$ cat src/rtl/mul_unit_seq.sv
// mul_unit_seq
// Iterative shift-add multiplier for the EXE stage. One partial product is
// accumulated per cycle, so a WORD_LEN x WORD_LEN multiply takes WORD_LEN
// iterations. While it works, the pipeline is held through stall. When the
// product is ready, it is presented on {hi, lo} together with a one-cycle
// is_mul write-back strobe. The register file writes lo to R13 and hi to R12.
//
// Ports
//   clk        rising-edge clock
//   rst        asynchronous, active-low reset
//   start      multiply request, honoured only in IDLE
//   is_signed  1 = two's-complement operands, sampled with start
//   op_a       multiplicand, sampled with start
//   op_b       multiplier, sampled with start
//   flush      synchronous abort; back to IDLE with no write-back
//   stall      high while a product is pending (combinational)
//   is_mul     one-cycle write-back strobe (DONE state)
//   lo         low half of the registered product
//   hi         high half of the registered product
module mul_unit_seq #(
    parameter int WORD_LEN = 32
) (
    input  logic                clk,
    input  logic                rst,
    input  logic                start,
    input  logic                is_signed,
    input  logic [WORD_LEN-1:0] op_a,
    input  logic [WORD_LEN-1:0] op_b,
    input  logic                flush,
    output logic                stall,
    output logic                is_mul,
    output logic [WORD_LEN-1:0] lo,
    output logic [WORD_LEN-1:0] hi
);

    localparam int CW = (WORD_LEN > 1) ? $clog2(WORD_LEN) : 1;
    localparam int PW = 2 * WORD_LEN;
    localparam logic [CW-1:0] LAST_COUNT = CW'(WORD_LEN - 1);

    localparam logic [1:0] ST_IDLE = 2'd0;
    localparam logic [1:0] ST_BUSY = 2'd1;
    localparam logic [1:0] ST_DONE = 2'd2;

    logic [1:0]          state_q, state_d;
    logic [CW-1:0]       count_q, count_d;
    logic [PW-1:0]       mcand_q, mcand_d;
    logic [WORD_LEN-1:0] mplr_q, mplr_d;
    logic [PW-1:0]       acc_q, acc_d;
    logic                neg_q, neg_d;
    logic [WORD_LEN-1:0] lo_q, lo_d;
    logic [WORD_LEN-1:0] hi_q, hi_d;

    logic [WORD_LEN-1:0] mag_a;
    logic [WORD_LEN-1:0] mag_b;
    logic [PW-1:0]       acc_next;
    logic [PW-1:0]       product;

    // The iteration runs on magnitudes, and the sign is restored once at the
    // end. Negating 0x8000... gives 0x8000... again, which is the correct
    // unsigned magnitude 2^(W-1).
    assign mag_a = (is_signed && op_a[WORD_LEN-1]) ? -op_a : op_a;
    assign mag_b = (is_signed && op_b[WORD_LEN-1]) ? -op_b : op_b;

    // mcand_q is shifted left once per iteration. This gives the same result
    // as adding mcand << count, without needing a barrel shifter.
    assign acc_next = acc_q + (mplr_q[0] ? mcand_q : '0);
    assign product  = neg_q ? -acc_next : acc_next;

    always_comb begin
        state_d = state_q;
        count_d = count_q;
        mcand_d = mcand_q;
        mplr_d  = mplr_q;
        acc_d   = acc_q;
        neg_d   = neg_q;
        lo_d    = lo_q;
        hi_d    = hi_q;

        if (flush) begin
            state_d = ST_IDLE;
        end else begin
            case (state_q)
                ST_IDLE: begin
                    if (start) begin
                        mcand_d = {{WORD_LEN{1'b0}}, mag_a};
                        mplr_d  = mag_b;
                        neg_d   = is_signed & (op_a[WORD_LEN-1] ^ op_b[WORD_LEN-1]);
                        acc_d   = '0;
                        count_d = '0;
                        state_d = ST_BUSY;
                    end
                end
                ST_BUSY: begin
                    acc_d   = acc_next;
                    mcand_d = mcand_q << 1;
                    mplr_d  = mplr_q >> 1;
                    count_d = count_q + CW'(1);
                    // The final sum is folded in here, so the result is already
                    // on hi/lo during the DONE cycle when is_mul is high.
                    if (count_q == LAST_COUNT) begin
                        state_d      = ST_DONE;
                        {hi_d, lo_d} = product;
                    end
                end
                ST_DONE: begin
                    state_d = ST_IDLE;
                end
                default: begin
                    state_d = ST_IDLE;
                end
            endcase
        end
    end

    always_ff @(posedge clk or negedge rst) begin
        if (!rst) begin
            state_q <= ST_IDLE;
            count_q <= '0;
            mcand_q <= '0;
            mplr_q  <= '0;
            acc_q   <= '0;
            neg_q   <= 1'b0;
            lo_q    <= '0;
            hi_q    <= '0;
        end else begin
            state_q <= state_d;
            count_q <= count_d;
            mcand_q <= mcand_d;
            mplr_q  <= mplr_d;
            acc_q   <= acc_d;
            neg_q   <= neg_d;
            lo_q    <= lo_d;
            hi_q    <= hi_d;
        end
    end

    // A flush that arrives during DONE also suppresses the strobe, so a
    // squashed instruction never writes back.
    assign is_mul = (state_q == ST_DONE) & ~flush;

    // stall is combinational, so the issuing instruction is held in the same
    // cycle. It is forced low while the block is held in reset.
    assign stall = rst & ((start & (state_q == ST_IDLE)) |
                          (state_q == ST_BUSY) | (state_q == ST_DONE));

    assign lo = lo_q;
    assign hi = hi_q;

endmodule

$ cat config.mk
export PLATFORM = sky130hd
export DESIGN_NAME = mul_unit_seq
export DESIGN_NICKNAME = d
export VERILOG_FILES = /design/src/rtl/mul_unit_seq.sv
export SDC_FILE = /design/constraint.sdc
export NUM_CORES = 1
export LEC_CHECK = 0
export CORE_MARGIN = 10
export CORE_UTILIZATION = 55
export CTS_CLUSTER_SIZE = 40
export DETAILED_ROUTE_END_ITERATION = 8
export PLACE_DENSITY = 0.75
export SYNTH_ARGS = -nofsm -noshare
export SYNTH_HDL_FRONTEND = slang
export SYNTH_SLANG_ARGS = --single-unit
$ cat constraint.sdc
create_clock -name clk -period 8.3 [get_ports clk]
set_input_delay 0.83 -clock clk [delete_from_list [all_inputs] [get_ports clk]]
set_output_delay 0.83 -clock clk [all_outputs]
set_load 0.05 [all_outputs]
=== Yosys cells after proc, flatten, opt, wreduce, memory -nomap -nowiden ===
Index checks and enable logic that the tools add are counted.

* Add/sub/neg operators: 5
* Equality and inequality tests: 6
* Mux-type cells: 16
* Bitwise gates (word level): 8
* Reduce and logical (&&, ||, !) cells: 8

{| class="wikitable"
|+ Operators by type and width
! operator !! count
|-
| 2-to-1 mux 64 bit || 4
|-
| case mux 64 bit (2 select lines) || 2
|-
| 2-to-1 mux 32 bit || 3
|-
| adder 64 bit || 1
|-
| negator 32 bit || 2
|-
| negator 64 bit || 1
|-
| case mux 32 bit (2 select lines) || 1
|-
| case mux 5 bit (2 select lines) || 1
|-
| AND reduction 3 bit || 3
|-
| 2-to-1 mux 2 bit || 3
|-
| inequality test 3 bit (second input constant) || 2
|-
| adder 5 x 1 -> 5 bit (second input constant) || 1
|-
| == test 5 bit (second input constant) || 1
|-
| 2-to-1 mux 5 bit || 1
|-
| bitwise AND 1 bit || 4
|-
| case mux 2 bit (2 select lines) || 1
|-
| == test 2 x 1 -> 1 bit (second input constant) || 1
|-
| == test 2 bit (second input constant) || 1
|-
| logical AND 1 bit || 2
|-
| logical NOT 2 bit || 1
|-
| inequality test 2 bit (second input constant) || 1
|-
| OR 1 bit || 2
|-
| AND reduction 2 bit || 1
|-
| nonzero test 2 bit || 1
|-
| 2 further kinds || 2
|}

* Bits in registers: 232
* Logic and storage cells: 51

=== Longest topological paths before layout ===
* Depth after elaboration: 5
* Gate-level depth with buffers: 19

=== Worst setup path before layout ===
OpenSTA, ideal clock, no wires.

* Path type: register -> register
* Start: reg mplr_q[0]
* End: reg hi_q[31] (netlist: hi[31])
* Arrival time: 4,819 ps
* Required time: 8,170 ps
* Slack: 3,351 ps
* Cell stages (with the launch flop): 20
* Buffers on the path: 3
* Clock period less this slack: 4,949 ps
* Path through: dfrtp_1 > clkbuf_1 > clkbuf_1 > and2_1 > ha_1 > inv_1 > fa_1 > nand2b_1 > a211o_2 > and2_1 > xnor2_1 > or3_1 > or4_4 > or3_1 > buf_2 > nor3b_4 > nand4_4 > o41a_1 > xnor2_1 > o21ai_1

* Cells in the longest elaborated chain, start to end: 4

{| class="wikitable"
|+ Ends and longest elaborated chain
! what !! RTL line !! text
|-
| from (decl) || 47 || <nowiki>logic [WORD_LEN-1:0] mplr_q, mplr_d;</nowiki>
|-
| from (signal assigned) || 129 || <nowiki>mplr_q <= mplr_d;</nowiki>
|-
| 2-to-1 mux 64 bit (*) || 66 || <nowiki>assign acc_next = acc_q + (mplr_q[0] ? mcand_q : '0);</nowiki>
|-
| adder 64 bit (*) || 66 ||
|-
| negator 64 bit || 67 || <nowiki>assign product = neg_q ? -acc_next : acc_next;</nowiki>
|-
| 2-to-1 mux 64 bit (*) || 67 ||
|-
| to (signal assigned) || 133 || <nowiki>hi_q <= hi_d;</nowiki>
|-
| to (decl) || 51 || <nowiki>logic [WORD_LEN-1:0] hi_q, hi_d;</nowiki>
|}

Every way passes the cells marked *; elsewhere a longest branch is shown, timed or not.
A chain may end at the register's enable or synchronous reset.

=== Worst setup path in the final report ===
* Start: reg mplr_q[0]
* End: reg hi_q[24] (netlist: hi[24])

The elaborated chain is that of the path after synthesis.

==> results.md <==
* Synth cell types at ~90
* 1st-iter DRT viols at 1319
* Overall routed net length at 51200 um
* Worst-Skew Late Latency at approximately 540 ps
* Initial antenna violation count at 0
* R2R Path Start: mplr_q[0]$_DFFE_PN0P_
* Vias/cell at 6.28
* Ant. Diodes at 0
* Register area at about 0.0058 sq mm
* Remaining DRCs at 0
* Mean post-synth cell area at 8.13 sq um
* Resized Gates After CTS at 0
* Root buffer cell: clkbuf_16
* Slew @ Worst Pin at around 1200 ps
* Cells after synthesis at between 2000 and 2500
* Slew Limit Fails at 0
* FF-to-FF End: hi[24]$_DFFE_PN0P_
* Setup_tns at 0 ps
* Overall power at roughly 3.4 mW
* Sink Count at around 230
* Fin worst setup slack at 2640 ps
* Slew Limit Headroom at a little over a fifth
* GRT overflow at 0
* R2R depth at 16
* I/O Buffers at roughly 130
* Ys async rst share at 100%
* Switching pwr at roughly 1.2 mW
* Die width at roughly 190 um
* Die Y-Extent at around 190 um
* Mapped Nets at ~2200
* Vias in the first global route at between 15000 and 20000
* Core ar. at about 0.03 sq mm
* Setup CP Type: reg2reg
* Final period util at between 60 and 70%
* Leakage power at roughly 8 nW
* Die area at 0.0380 sq mm
* IO Pins at between 100 and 150
* Area of the multi-input gates at about 0.011 sq mm
* Combinational Power Share at between 20% and 30%
* CTS clk-pin slew, worst paths at approximately 60 ps
* GRT Total Usage at between 20% and 30%
* Per-cell routed wire length at a little over 20 um
* H-tree levels at 1
* Pre-CTS setup slack at 2760 ps
* Worst VDD drop at 152 uV
* Largest net degree at the start of global routing at approximately 120
* Worst EP arrival at between 6000 and 7000 ps
* Share of cells above drive strength 1 at 4.34%
* Antenna-violating nets left at 0
* Detail Placement HPWL at ~38000 um
* Crit Path Max Fanout at 32
* Min Clock Period, post-route at 5660 ps
* YS warnings at 0
* Int Pwr at about 2.2 mW
* Hold buffer count at CTS at 0
* Crit start category: flop
* Clock power frac at between 30 and 40%
* Row count at 63
* RSZ-0062 raised after global routing: false
* Status: finished clean
* Clock buffer count from CTS at 24
* Crit. End Element: flop
* Via Count at ~16000
* First drt pass iteration count at 5
* Synth top area share at 34.5%
* Synth cell count leaders: 284 x nand2_1, 266 x o21ai_0, 232 x dfrtp_1, 188 x a21oi_1, 155 x nor2_1
* Fin. Hold Viols at 0
* Fmax at about 180 MHz
* Count leader, synth: nand2_1
* HP Class: in2async
* Worst Skew at 18.1 ps
* Sequential group share of total power at around 39%
* Fillers at ~2600
* Synth area leaders: dfrtp_1 34%, o21ai_0 7.9%, nand2_1 6.3%
* # nets final at ~2300
* Syn-to-layout area delta at 13.7%
* Ys flop type: dfrtp_1
* Seq/Total Area, Yosys at about a third
* Number of synthesized flops with an enable pin at 0
* R2R Setup Slk at 2640 ps
* Final setup fails at 0
* Sw frac at between 30% and 40%
* Register bit total from synthesis at around 230
* Area of the mapped netlist at 0.0168 sq mm
* Setup bufs post-CTS at 0
* CP Data Required Time at roughly 8700 ps
* Area leader, netlist: dfrtp_1
* WHS at around 270 ps
* Pwr Density at about 180 mW/mm^2
* Initial Utilization at a little under three fifths
* Max-cap viol count at 0
* Routability Congestion at roughly 1.0
* Clk buf depth at 3
* CTS tree: done
* Global-route wire length before repair at 81900 um
==> state kept, by name, summed over array words and instances, names as in the netlist <==
name,count
hi,32
state_q,2
mplr_q,32
acc_q,64
lo,32
count_q,5
mcand_q,64
neg_q,1
==> stage by stage <==
| stage | std cells | instance area, sq um | utilization, % |
|---|---|---|---|
| 2_1_floorplan | 2070 | 16800 | - |
| 3_3_place_gp | 2490 | 18300 | 61.2 |
| 3_5_place_dp | 2490 | 18300 | 61.2 |
| 4_1_cts | 2531 | 19100 | 63.9 |
| 5_1_grt | 2531 | 19100 | 63.9 |
| 6_report | 2531 | 19100 | 63.9 |
==> cell type report <==
cell class,instances,area share [%]
Clock buffer,36,3.85
Clock inverter,5,0.307
Inverter,30,0.589
Multi-Input combinational cell,1694,54.9
Sequential cell,232,30.4
Tap cell,390,2.55
Timing Repair Buffer,144,7.43
==> cells by family after synthesis <==
family / share of synthesized area [%]
multiplexers: 0.424
AO/OA/AOI/OAI: 27.5
AND/OR/NAND/NOR: 21.1
buffers and inverters: 3.28
flip-flops: 34.5
XOR/XNOR: 8.06
adder cells (fa/ha/maj): 5.17
==> worst max-delay path, stage by stage, from the launching register on <==
cell	delay (ps)
dfrtp_2	590
and2_1	190
ha_1	160
inv_1	60
fa_1	420
nand2b_1	240
a211o_2	400
a2111oi_4	380
a211oi_2	130
o211ai_1	490
xor2_1	230
or4_1	620
and3b_1	450
nand4_1	440
o31ai_1	430
xor2_1	180
o21ai_0	90
==> layout by cell type, fill, tap and decap left out, types with 12 or more instances in the layout <==
cell type / netlist / layout
clkdlybuf4s50_1: 0 / 133
nand2_1: 284 / 283
o21a_1: 12 / 12
xor2_1: 80 / 80
and2_1: 76 / 76
a22o_1: 72 / 72
o31ai_1: 31 / 31
a21oi_1: 188 / 188
o21ai_0: 266 / 265
or4_1: 20 / 20
clkbuf_16: 0 / 25
nand4_1: 30 / 30
o211ai_1: 13 / 13
a211oi_1: 21 / 21
nand3_1: 23 / 23
nor2_1: 155 / 154
o21ai_1: 17 / 17
or3_1: 26 / 26
a21o_1: 22 / 22
nor3_1: 32 / 32
ha_1: 68 / 68
xnor2_1: 73 / 73
inv_1: 30 / 30
nor4_1: 18 / 18
dfrtp_1: 232 / 230
==> power groups by stage <==
stage	Sequential, mW	Combinational (mW)	Clock, mW
finish	1.33	0.947	1.10
floorplan	1.29	0.686	0
detailed placement	1.34	0.930	0
CTS	1.32	0.933	1.12
global route	1.34	1.05	1.16
global placement	1.34	0.914	0
==> metal layers <==
layer  global-route usage [%]  share of wire [%]  vias up  routed length (um)
li1                         -                  -     7641                   -
met1                     37.3                 47     7585               24100
met2                     38.9                 44      590               22300
met3                     4.73                7.4       76                3780
met4                     6.40                2.0        0                1010
met5                        0                  0        -                   0
==> worst max path at each step <==
stage                     startpoint                 end  depth (start not counted)
2_1_floorplan  mplr_q[0]$_DFFE_PN0P_  hi[31]$_DFFE_PN0P_                         19
3_3_place_gp   mplr_q[0]$_DFFE_PN0P_  hi[22]$_DFFE_PN0P_                         16
3_5_place_dp   mplr_q[0]$_DFFE_PN0P_  hi[30]$_DFFE_PN0P_                         16
4_1_cts        mplr_q[0]$_DFFE_PN0P_  hi[24]$_DFFE_PN0P_                         16
5_1_grt        mplr_q[0]$_DFFE_PN0P_  hi[30]$_DFFE_PN0P_                         16
6_report       mplr_q[0]$_DFFE_PN0P_  hi[24]$_DFFE_PN0P_                         16
Note: power is estimated with default switching activity, not from simulation.
